[config.mk]
export PLATFORM = sky130hd
export DESIGN_NAME = fwd_hazard_ctrl
export DESIGN_NICKNAME = d
export VERILOG_FILES = /design/src/rtl/fwd_hazard_ctrl.sv
export SDC_FILE = /design/constraint.sdc
export NUM_CORES = 1
export LEC_CHECK = 0
export ABC_AREA = 1
export CAP_MARGIN = 25
export CORE_ASPECT_RATIO = 0.8
export CORE_MARGIN = 2
export CORE_UTILIZATION = 38
export DETAILED_ROUTE_END_ITERATION = 7
export GPL_TIMING_DRIVEN = 0
export PLACE_DENSITY = 0.81
export SYNTH_ARGS = -nofsm -noshare
export SYNTH_HDL_FRONTEND = slang
export SYNTH_SLANG_ARGS = --single-unit
[constraint.sdc]
create_clock -name clk -period 1.23 [get_ports clk]
set_input_delay 0.1845 -clock clk [delete_from_list [all_inputs] [get_ports clk]]
set_output_delay 0.1845 -clock clk [all_outputs]
set_load 0.005 [all_outputs]
[src/rtl/fwd_hazard_ctrl.sv]
// -----------------------------------------------------------------------------
// fwd_hazard_ctrl
//
// Hazard controller for the 5-stage pipeline. It drives the select inputs of
// the operand forwarding muxes in the D and E stages, raises the F/D stall,
// and tracks how long the multicycle mult/div unit stays busy.
//
// Forwarding mux select codes:
//   0 = register value, 1 = EM ALU result, 2 = MW ALU result,
//   3 = MW MD result,    4 = MW CP0 result
//
// Ports:
//   clk                      rising-edge clock
//   reset                    asynchronous reset, active low
//   d_rs_addr / d_rt_addr    D-stage source registers
//   d_tuse_rs / d_tuse_rt    cycles until D needs the operand (3 = unused)
//   d_is_md                  D instruction uses the mult/div unit
//   e_rs_addr / e_rt_addr    E-stage source registers
//   e_waddr / e_tnew         E-stage destination and cycles until ready
//   m_waddr / m_tnew         M-stage destination and cycles until ready
//   w_waddr / w_src          W-stage destination and result source
//   md_start / md_is_div     mult/div issue pulse and its kind
//   fwd_sel_*                forwarding mux selects
//   stall                    freeze PC and F/D, bubble into E
//   md_busy                  mult/div unit busy (registered)
// -----------------------------------------------------------------------------
module fwd_hazard_ctrl #(
   parameter int MULT_CYCLES = 5,
   parameter int DIV_CYCLES  = 10,
   parameter int CNT_W       = 4
) (
   input  logic       clk,
   input  logic       reset,
   input  logic [4:0] d_rs_addr,
   input  logic [4:0] d_rt_addr,
   input  logic [1:0] d_tuse_rs,
   input  logic [1:0] d_tuse_rt,
   input  logic       d_is_md,
   input  logic [4:0] e_rs_addr,
   input  logic [4:0] e_rt_addr,
   input  logic [4:0] e_waddr,
   input  logic [1:0] e_tnew,
   input  logic [4:0] m_waddr,
   input  logic [1:0] m_tnew,
   input  logic [4:0] w_waddr,
   input  logic [1:0] w_src,
   input  logic       md_start,
   input  logic       md_is_div,
   output logic [2:0] fwd_sel_d_rs,
   output logic [2:0] fwd_sel_d_rt,
   output logic [2:0] fwd_sel_e_rs,
   output logic [2:0] fwd_sel_e_rt,
   output logic       stall,
   output logic       md_busy
);

   typedef enum logic [2:0] {
      SEL_REG    = 3'd0,
      SEL_EM_ALU = 3'd1,
      SEL_MW_ALU = 3'd2,
      SEL_MW_MD  = 3'd3,
      SEL_MW_CP0 = 3'd4
   } fwd_sel_e;

   localparam logic [1:0] TUSE_NONE = 2'd3;

   // Register 0 is hardwired to zero, so it never produces a hazard.
   function automatic logic addr_match(input logic [4:0] a, input logic [4:0] b);
      return (a == b) && (a != 5'd0);
   endfunction

   // M has priority over W because it holds the younger result. A memory
   // result in W selects the register file, whose write-through covers it.
   function automatic fwd_sel_e fwd_code(input logic [4:0] src,
                                         input logic [4:0] mw,
                                         input logic [1:0] mt,
                                         input logic [4:0] ww,
                                         input logic [1:0] ws);
      fwd_sel_e sel;
      sel = SEL_REG;
      if (addr_match(src, mw) && (mt == 2'd0)) begin
         sel = SEL_EM_ALU;
      end else if (addr_match(src, ww)) begin
         unique case (ws)
            2'd0:    sel = SEL_MW_ALU;
            2'd1:    sel = SEL_MW_MD;
            2'd2:    sel = SEL_MW_CP0;
            default: sel = SEL_REG;
         endcase
      end
      return sel;
   endfunction

   // A source stalls when a producer in E or M will not have its value ready
   // by the time the D instruction needs it.
   function automatic logic src_stall(input logic [4:0] src,
                                      input logic [1:0] tuse,
                                      input logic [4:0] ew,
                                      input logic [1:0] et,
                                      input logic [4:0] mw,
                                      input logic [1:0] mt);
      return (tuse != TUSE_NONE) &&
             ((addr_match(src, ew) && (tuse < et)) ||
              (addr_match(src, mw) && (tuse < mt)));
   endfunction

   logic [CNT_W-1:0] r_busy_cnt;
   logic             w_data_stall;
   logic             w_md_stall;

   // Busy counter: a new issue always reloads (never accumulates), otherwise
   // count down to zero and hold.
   // NOTE: state registers use non-blocking assignments so every flop samples
   // the pre-edge values regardless of block ordering.
   always_ff @(posedge clk or negedge reset) begin
      if (!reset) begin
         r_busy_cnt <= '0;
      end else if (md_start) begin
         r_busy_cnt <= md_is_div ? CNT_W'(DIV_CYCLES) : CNT_W'(MULT_CYCLES);
      end else if (r_busy_cnt != '0) begin
         r_busy_cnt <= r_busy_cnt - CNT_W'(1);
      end
   end

   assign md_busy = (r_busy_cnt != '0);

   // The md_start term covers the issue cycle, before the counter is loaded.
   assign w_md_stall   = d_is_md && (md_start || md_busy);
   assign w_data_stall = src_stall(d_rs_addr, d_tuse_rs, e_waddr, e_tnew, m_waddr, m_tnew) ||
                         src_stall(d_rt_addr, d_tuse_rt, e_waddr, e_tnew, m_waddr, m_tnew);

   // NOTE: every output gets a default before any conditional assignment so
   // this block can never infer a latch.
   always_comb begin
      fwd_sel_d_rs = SEL_REG;
      fwd_sel_d_rt = SEL_REG;
      fwd_sel_e_rs = SEL_REG;
      fwd_sel_e_rt = SEL_REG;
      stall        = 1'b0;
      if (reset) begin
         fwd_sel_d_rs = fwd_code(d_rs_addr, m_waddr, m_tnew, w_waddr, w_src);
         fwd_sel_d_rt = fwd_code(d_rt_addr, m_waddr, m_tnew, w_waddr, w_src);
         fwd_sel_e_rs = fwd_code(e_rs_addr, m_waddr, m_tnew, w_waddr, w_src);
         fwd_sel_e_rt = fwd_code(e_rt_addr, m_waddr, m_tnew, w_waddr, w_src);
         stall        = w_data_stall || w_md_stall;
      end
   end

endmodule

Yosys cells after proc, flatten, opt, wreduce, memory -nomap -nowiden
Cells that the tools add are included.

Register bits: 4. Output and inout bits: 14. Bits of input ports: 50. Logic and storage cells: 71.

Reduce and logical (&&, ||, !) cells: 34. Muxes and demuxes: 17. Eq/ne operators: 14. Add/sub/neg operators: 1. Order comparisons: 4.

Operators by type and width (number): 5-bit == test (10); 3-bit two-way mux (12); 1-bit logical AND (21); 5-bit nonzero test (4); 4-bit two-way mux (3); 3-bit case mux with 3 select lines (1); 2-bit less-than comparator (4); 1-bit logical OR (5); 2-bit zero test (2); 2-bit != test (second input constant) (2); 4-bit nonzero test (1); 4-bit by 1-bit subtractor with 4-bit output (second input constant) (1); 2-bit by 1-bit == test with 1-bit output (second input constant) (1); 2-bit == test (second input constant) (1); 2-bit nonzero test (1); 1-bit two-way mux (1).

Logic depth before layout (Yosys ltp)
Depth in word-level cells: 8. Gate-level depth with buffers: 12. Gate-level depth less buffers: 11.

Worst setup path after synthesis
No wires, ideal clock.

Kind: reg2out. From: register r_busy_cnt[0]. To: output stall. Required time: 1046 ps. Stages on the path, launching flop included: 10. Buffers on the path: 0. Path slack: -29 ps. Arrival time: 1074 ps. Cells stage by stage: dfrtp_1 > inv_1 > ha_1 > nand2_1 > nor2_1 > inv_1 > nand2_1 > nand3_1 > nand2_1 > inv_1.

Word-level cells in the longest chain between the ends: 5.

Ends and longest elaborated chain: start: declaration (line 107) `logic [CNT_W-1:0] r_busy_cnt;`; start signal: assignment (line 119) `r_busy_cnt <= md_is_div ? CNT_W'(DIV_CYCLES) : CNT_W'(MULT_CYCLES);`; start signal: assignment (line 121) `r_busy_cnt <= r_busy_cnt - CNT_W'(1);`; 4-bit nonzero test (line 125) `assign md_busy = (r_busy_cnt != '0);`; net md_busy (line 54) `output logic md_busy`; 1-bit logical OR (line 128) `assign w_md_stall = d_is_md && (md_start || md_busy);`; 1-bit logical AND (line 128); 1-bit logical OR (line 145) `stall = w_data_stall || w_md_stall;`; 1-bit two-way mux (line 140) `if (reset) begin`; end: declaration (line 53) `output logic stall,`.

The timed path passes the listed nets, and every way through them passes these cells.

Final worst setup path
From: register r_busy_cnt[1]. To: output stall.

Word-level cells in the longest chain between the ends: 5.

Ends and longest elaborated chain (line): 4-bit nonzero test (125); 1-bit logical OR (128); 1-bit logical AND (128); 1-bit logical OR (145); 1-bit two-way mux (140).

No other way between the ends.

==> results.txt <==
----------------------------------------------------
[Detailed routing]
  Aggregate routed wire length ... around 5.8 mm
  ANT nets after route ... 0
  # DRC ... 0
  Met3 layer wire length in the routed design ... 455 um
  Average vias per placed instance ... 5.414
  Met2 layer wire length in the routed design ... ~2.8 mm
  Wire length per cell after detailed routing ... 16.56 um
  Detailed-route via count ... 1884
  WL met1 ... about 2.2 mm
  Count of TritonRoute iterations in the first routing pass ... 4
  Top sig layer ... met4
  Number of DRC markers in iteration 0 ... ~130

[Clock tree]
  Clock buffer depth ... 2
  CTS tree ... done
  Number of buffers inserted during clock tree synthesis ... 3
  Root buffer cell ... sky130_fd_sc_hd__clkbuf_8
  Clock Sink Count ... 4
  Worst-path clk slew ... around 0.030 ns
  Number of levels the H-tree was split into ... 1
  Clock latency reported for the late side of the worst-skew pair ... between 0.2 and 0.25 ns

[Final layout]
  Most common library cell in the layout ignoring fill and taps ... sky130_fd_sc_hd__nand2_1
  FILL cells ... between 200 and 250
  Nets@finish ... between 300 and 400
  Finished Cell Area ... between 2000 and 3000 um^2
  Leading cell types in the layout, fill and taps excluded ... 51 x sky130_fd_sc_hd__nand2_1, 20 x sky130_fd_sc_hd__buf_6, 17 x sky130_fd_sc_hd__xnor2_2, 17 x sky130_fd_sc_hd__buf_4
  Antenna diode count ... 0
  Largest Register ... r_busy_cnt
  Layout cells sized above 1 ... about half
  Area Growth Syn to Fin ... 93.39%
  Final cell count without fillers ... between 300 and 400
  Largest registers ... r_busy_cnt x4
  Number of flip-flops in the largest register ... 4

[Power and ir drop]
  Clock power frac ... 19.5%
  Maximum vdd ir drop ... 0.4198 mV
  Power density over the cells ... 568.0 nW/um^2
  Sw frac ... between 40% and 50%
  Portion of total power attributed to combinational logic ... between 60% and 70%
  Switching Power ... 0.0005919 W
  Share of power burned in registers ... a little over an eighth
  Leakage power summed over all cells ... ~1.3 nW
  Pint ... ~0.0009 W

[Yosys]
  Net count after synthesis ... 280
  Sequential share of the synthesized area ... around 7.4%
  Netlist Area Pre-Place ... 1345 um^2
  Average size of a mapped cell ... roughly 6.0 um^2
  Cell count after synthesis ... about 220
  Post-synthesis cell type count ... 29
  Yosys Warn Count ... 0
  Register bit count reported by yosys ... 4

[STA]
  Final Setup Violations ... 15
  Post-route worst setup slack ... -0.3384 ns
  Final number of hold-violating endpoints ... 0
  Final critical delay including setup and external delays ... 1.568 ns
  Setup Skew ... 0.005423 ns
  Maximum achievable frequency ... 0.6376 GHz
  Summed negative setup slack over all endpoints ... -2.551 ns
  Headroom to the max-slew limit ... between 70% and 80%
  Final-report max-slew violation count ... 0
  Tightest hold margin ... between 0.5 and 0.6 ns
  Least-Margin Pin Slew ... about 0.42 ns
  Unrepaired setup endpoints after global routing ... yes
  Final Cycle Share ... 127.5%

[Worst setup path]
  Category of the worst setup path launch point ... flop
  WP data arrival ... between 1 and 1.5 ns
  Crit path kind ... reg -> out
  Endpoint class of the critical path ... output pin
  Critical path peak fanout ... 3
  Required @ worst endpoint ... 1.05 ns
  Source of the worst register-to-register timing path ... r_busy_cnt[1]$_DFFE_PN0N_
  Timing startpoint of the critical path ... r_busy_cnt[1]$_DFFE_PN0N_
  Register-to-Register Path Depth ... 8

[Floorplan]
  I/O Pins ... 64
  Die width ... 70.52 um
  Initial Util ... about 40%
  Number of placement rows ... 19
  Die Footprint ... approximately 4000 um^2
  Core outline area ... about 3400 um^2
  Die Span Y ... 57.22 um

[Placement]
  GPL Wtd Cong ... 0.8379
  Area of placed instances ... 1983 um^2
  Worst slack at placement ... -1.080 ns
  Buffers on Ports ... just under 60
  Total placed cells including tap cells ... between 300 and 400
  Dpl hpwl ... roughly 3.3 mm

[Job]
  Max cap viols ... 0

[Global route]
  Number of antenna violations at the first check in global routing ... 0
  Total routing usage reported by global routing ... about a quarter
  Largest net degree at the start of global routing ... 6
  Aggregate global routing overflow ... 0
  Global-route wire length before repair ... ~7.7 mm
  Via count of the first global-routing pass ... 1751

[Run status]
  Violated checks ... negative setup slack
  Status ... finished with violations

[Hold path]
  Worst hold path class ... in -> async

----------------------------------------------------
==> logic make-up (layout without fill, tap and decap cells) <==
group	Yosys count	count (layout)	synth area share, %
compound gates	16	16	6.791
fa+ha+maj	6	6	5.581
xor+xnor	40	40	26.61
simple gates	121	121	40.47
flops	4	4	7.442
buf+inv	37	119	13.12
==> cell usage after synthesis, drive strengths merged <==
cell,count,area share [%]
ha,6,5.6
nor4,1,0.93
dfrtp,4,7.4
o211ai,1,0.56
nor2,32,9.3
xnor2,31,21
o22ai,2,0.93
a21oi,8,3.0
xor2,9,5.9
nand4,7,3.3
or2,3,1.4
clkinv,1,0.28
buf,5,4.2
a2bb2oi,1,0.65
inv,31,8.7
nor3b,1,0.93
o21ai,3,1.1
nand2,57,16
nand3,13,5.2
a21boi,1,0.56
nor3,6,3.0
nand3b,1,0.56
==> layout make-up <==
| cell class | instances | area [um^2] | share of cell area, % |
|---|---|---|---|
| buffer | 5 | 68.82 | 2.646 |
| multi-input combinational | 183 | 1431 | 55.03 |
| sequential | 4 | 100.1 | 3.848 |
| inverter | 32 | 132.6 | 5.099 |
| timing repair buffer | 79 | 774.5 | 29.77 |
| clock buffer | 3 | 41.29 | 1.587 |
| tap | 42 | 52.55 | 2.020 |
==> through the flow <==
step,util (%),total power (W)
after floorplan,-,0.0005608
after global placement,58.34,0.0008292
after detailed placement,58.34,0.0008472
after CTS,67.46,0.001281
after global routing,76.52,0.001553
final,76.52,0.001478
==> critical path, stage by stage, from the launching register on <==
cell and delay, ns:
sky130_fd_sc_hd__dfrtp_1 0.39, sky130_fd_sc_hd__inv_2 0.10, sky130_fd_sc_hd__ha_4 0.14, sky130_fd_sc_hd__nand2_4 0.06, sky130_fd_sc_hd__nor2_4 0.10, sky130_fd_sc_hd__inv_2 0.05
sky130_fd_sc_hd__nand2_1 0.05, sky130_fd_sc_hd__nand3_1 0.06, sky130_fd_sc_hd__nand2_1 0.06, sky130_fd_sc_hd__inv_1 0.03, sky130_fd_sc_hd__buf_2 0.11
==> power by group through the flow <==
| stage | combinational (W) | clock, W | sequential (W) |
|---|---|---|---|
| final | 0.000998 | 0.000287 | 0.000192 |
| after global routing | 0.00106 | 0.000298 | 0.000191 |
| after CTS | 0.000822 | 0.000274 | 0.000185 |
| after detailed placement | 0.000665 | 0 | 0.000182 |
| after global placement | 0.000648 | 0 | 0.000181 |
| after floorplan | 0.000382 | 0 | 0.000179 |
==> worst paths after layout <==
kind | slack (ns) | to
min in group clk | 0.64 | r_busy_cnt[3]$_DFFE_PN0N_
max reg2reg | -0.03 | r_busy_cnt[1]$_DFFE_PN0N_
max in group asynchronous | 0.53 | r_busy_cnt[2]$_DFFE_PN0N_
max | -0.34 | stall
min | 0.52 | r_busy_cnt[1]$_DFFE_PN0N_
min reg2reg | 0.64 | r_busy_cnt[3]$_DFFE_PN0N_
==> routing by layer <==
metal / global-route usage [%] / vias up
li1: - / 866
met1: 31.31 / 874
met2: 40.70 / 117
met3: 4.064 / 27
met4: 6.044 / 0
met5: 0 / -
==> what timing repair did <==
item	in CTS	in global routing
endpoints found under the hold margin	4	0
pin swaps	61	53
endpoints found under the setup margin	15	17
hold buffers	1	0
setup buffers	18	6
gates resized for setup	288	70
(Power assumes the default switching activity.)
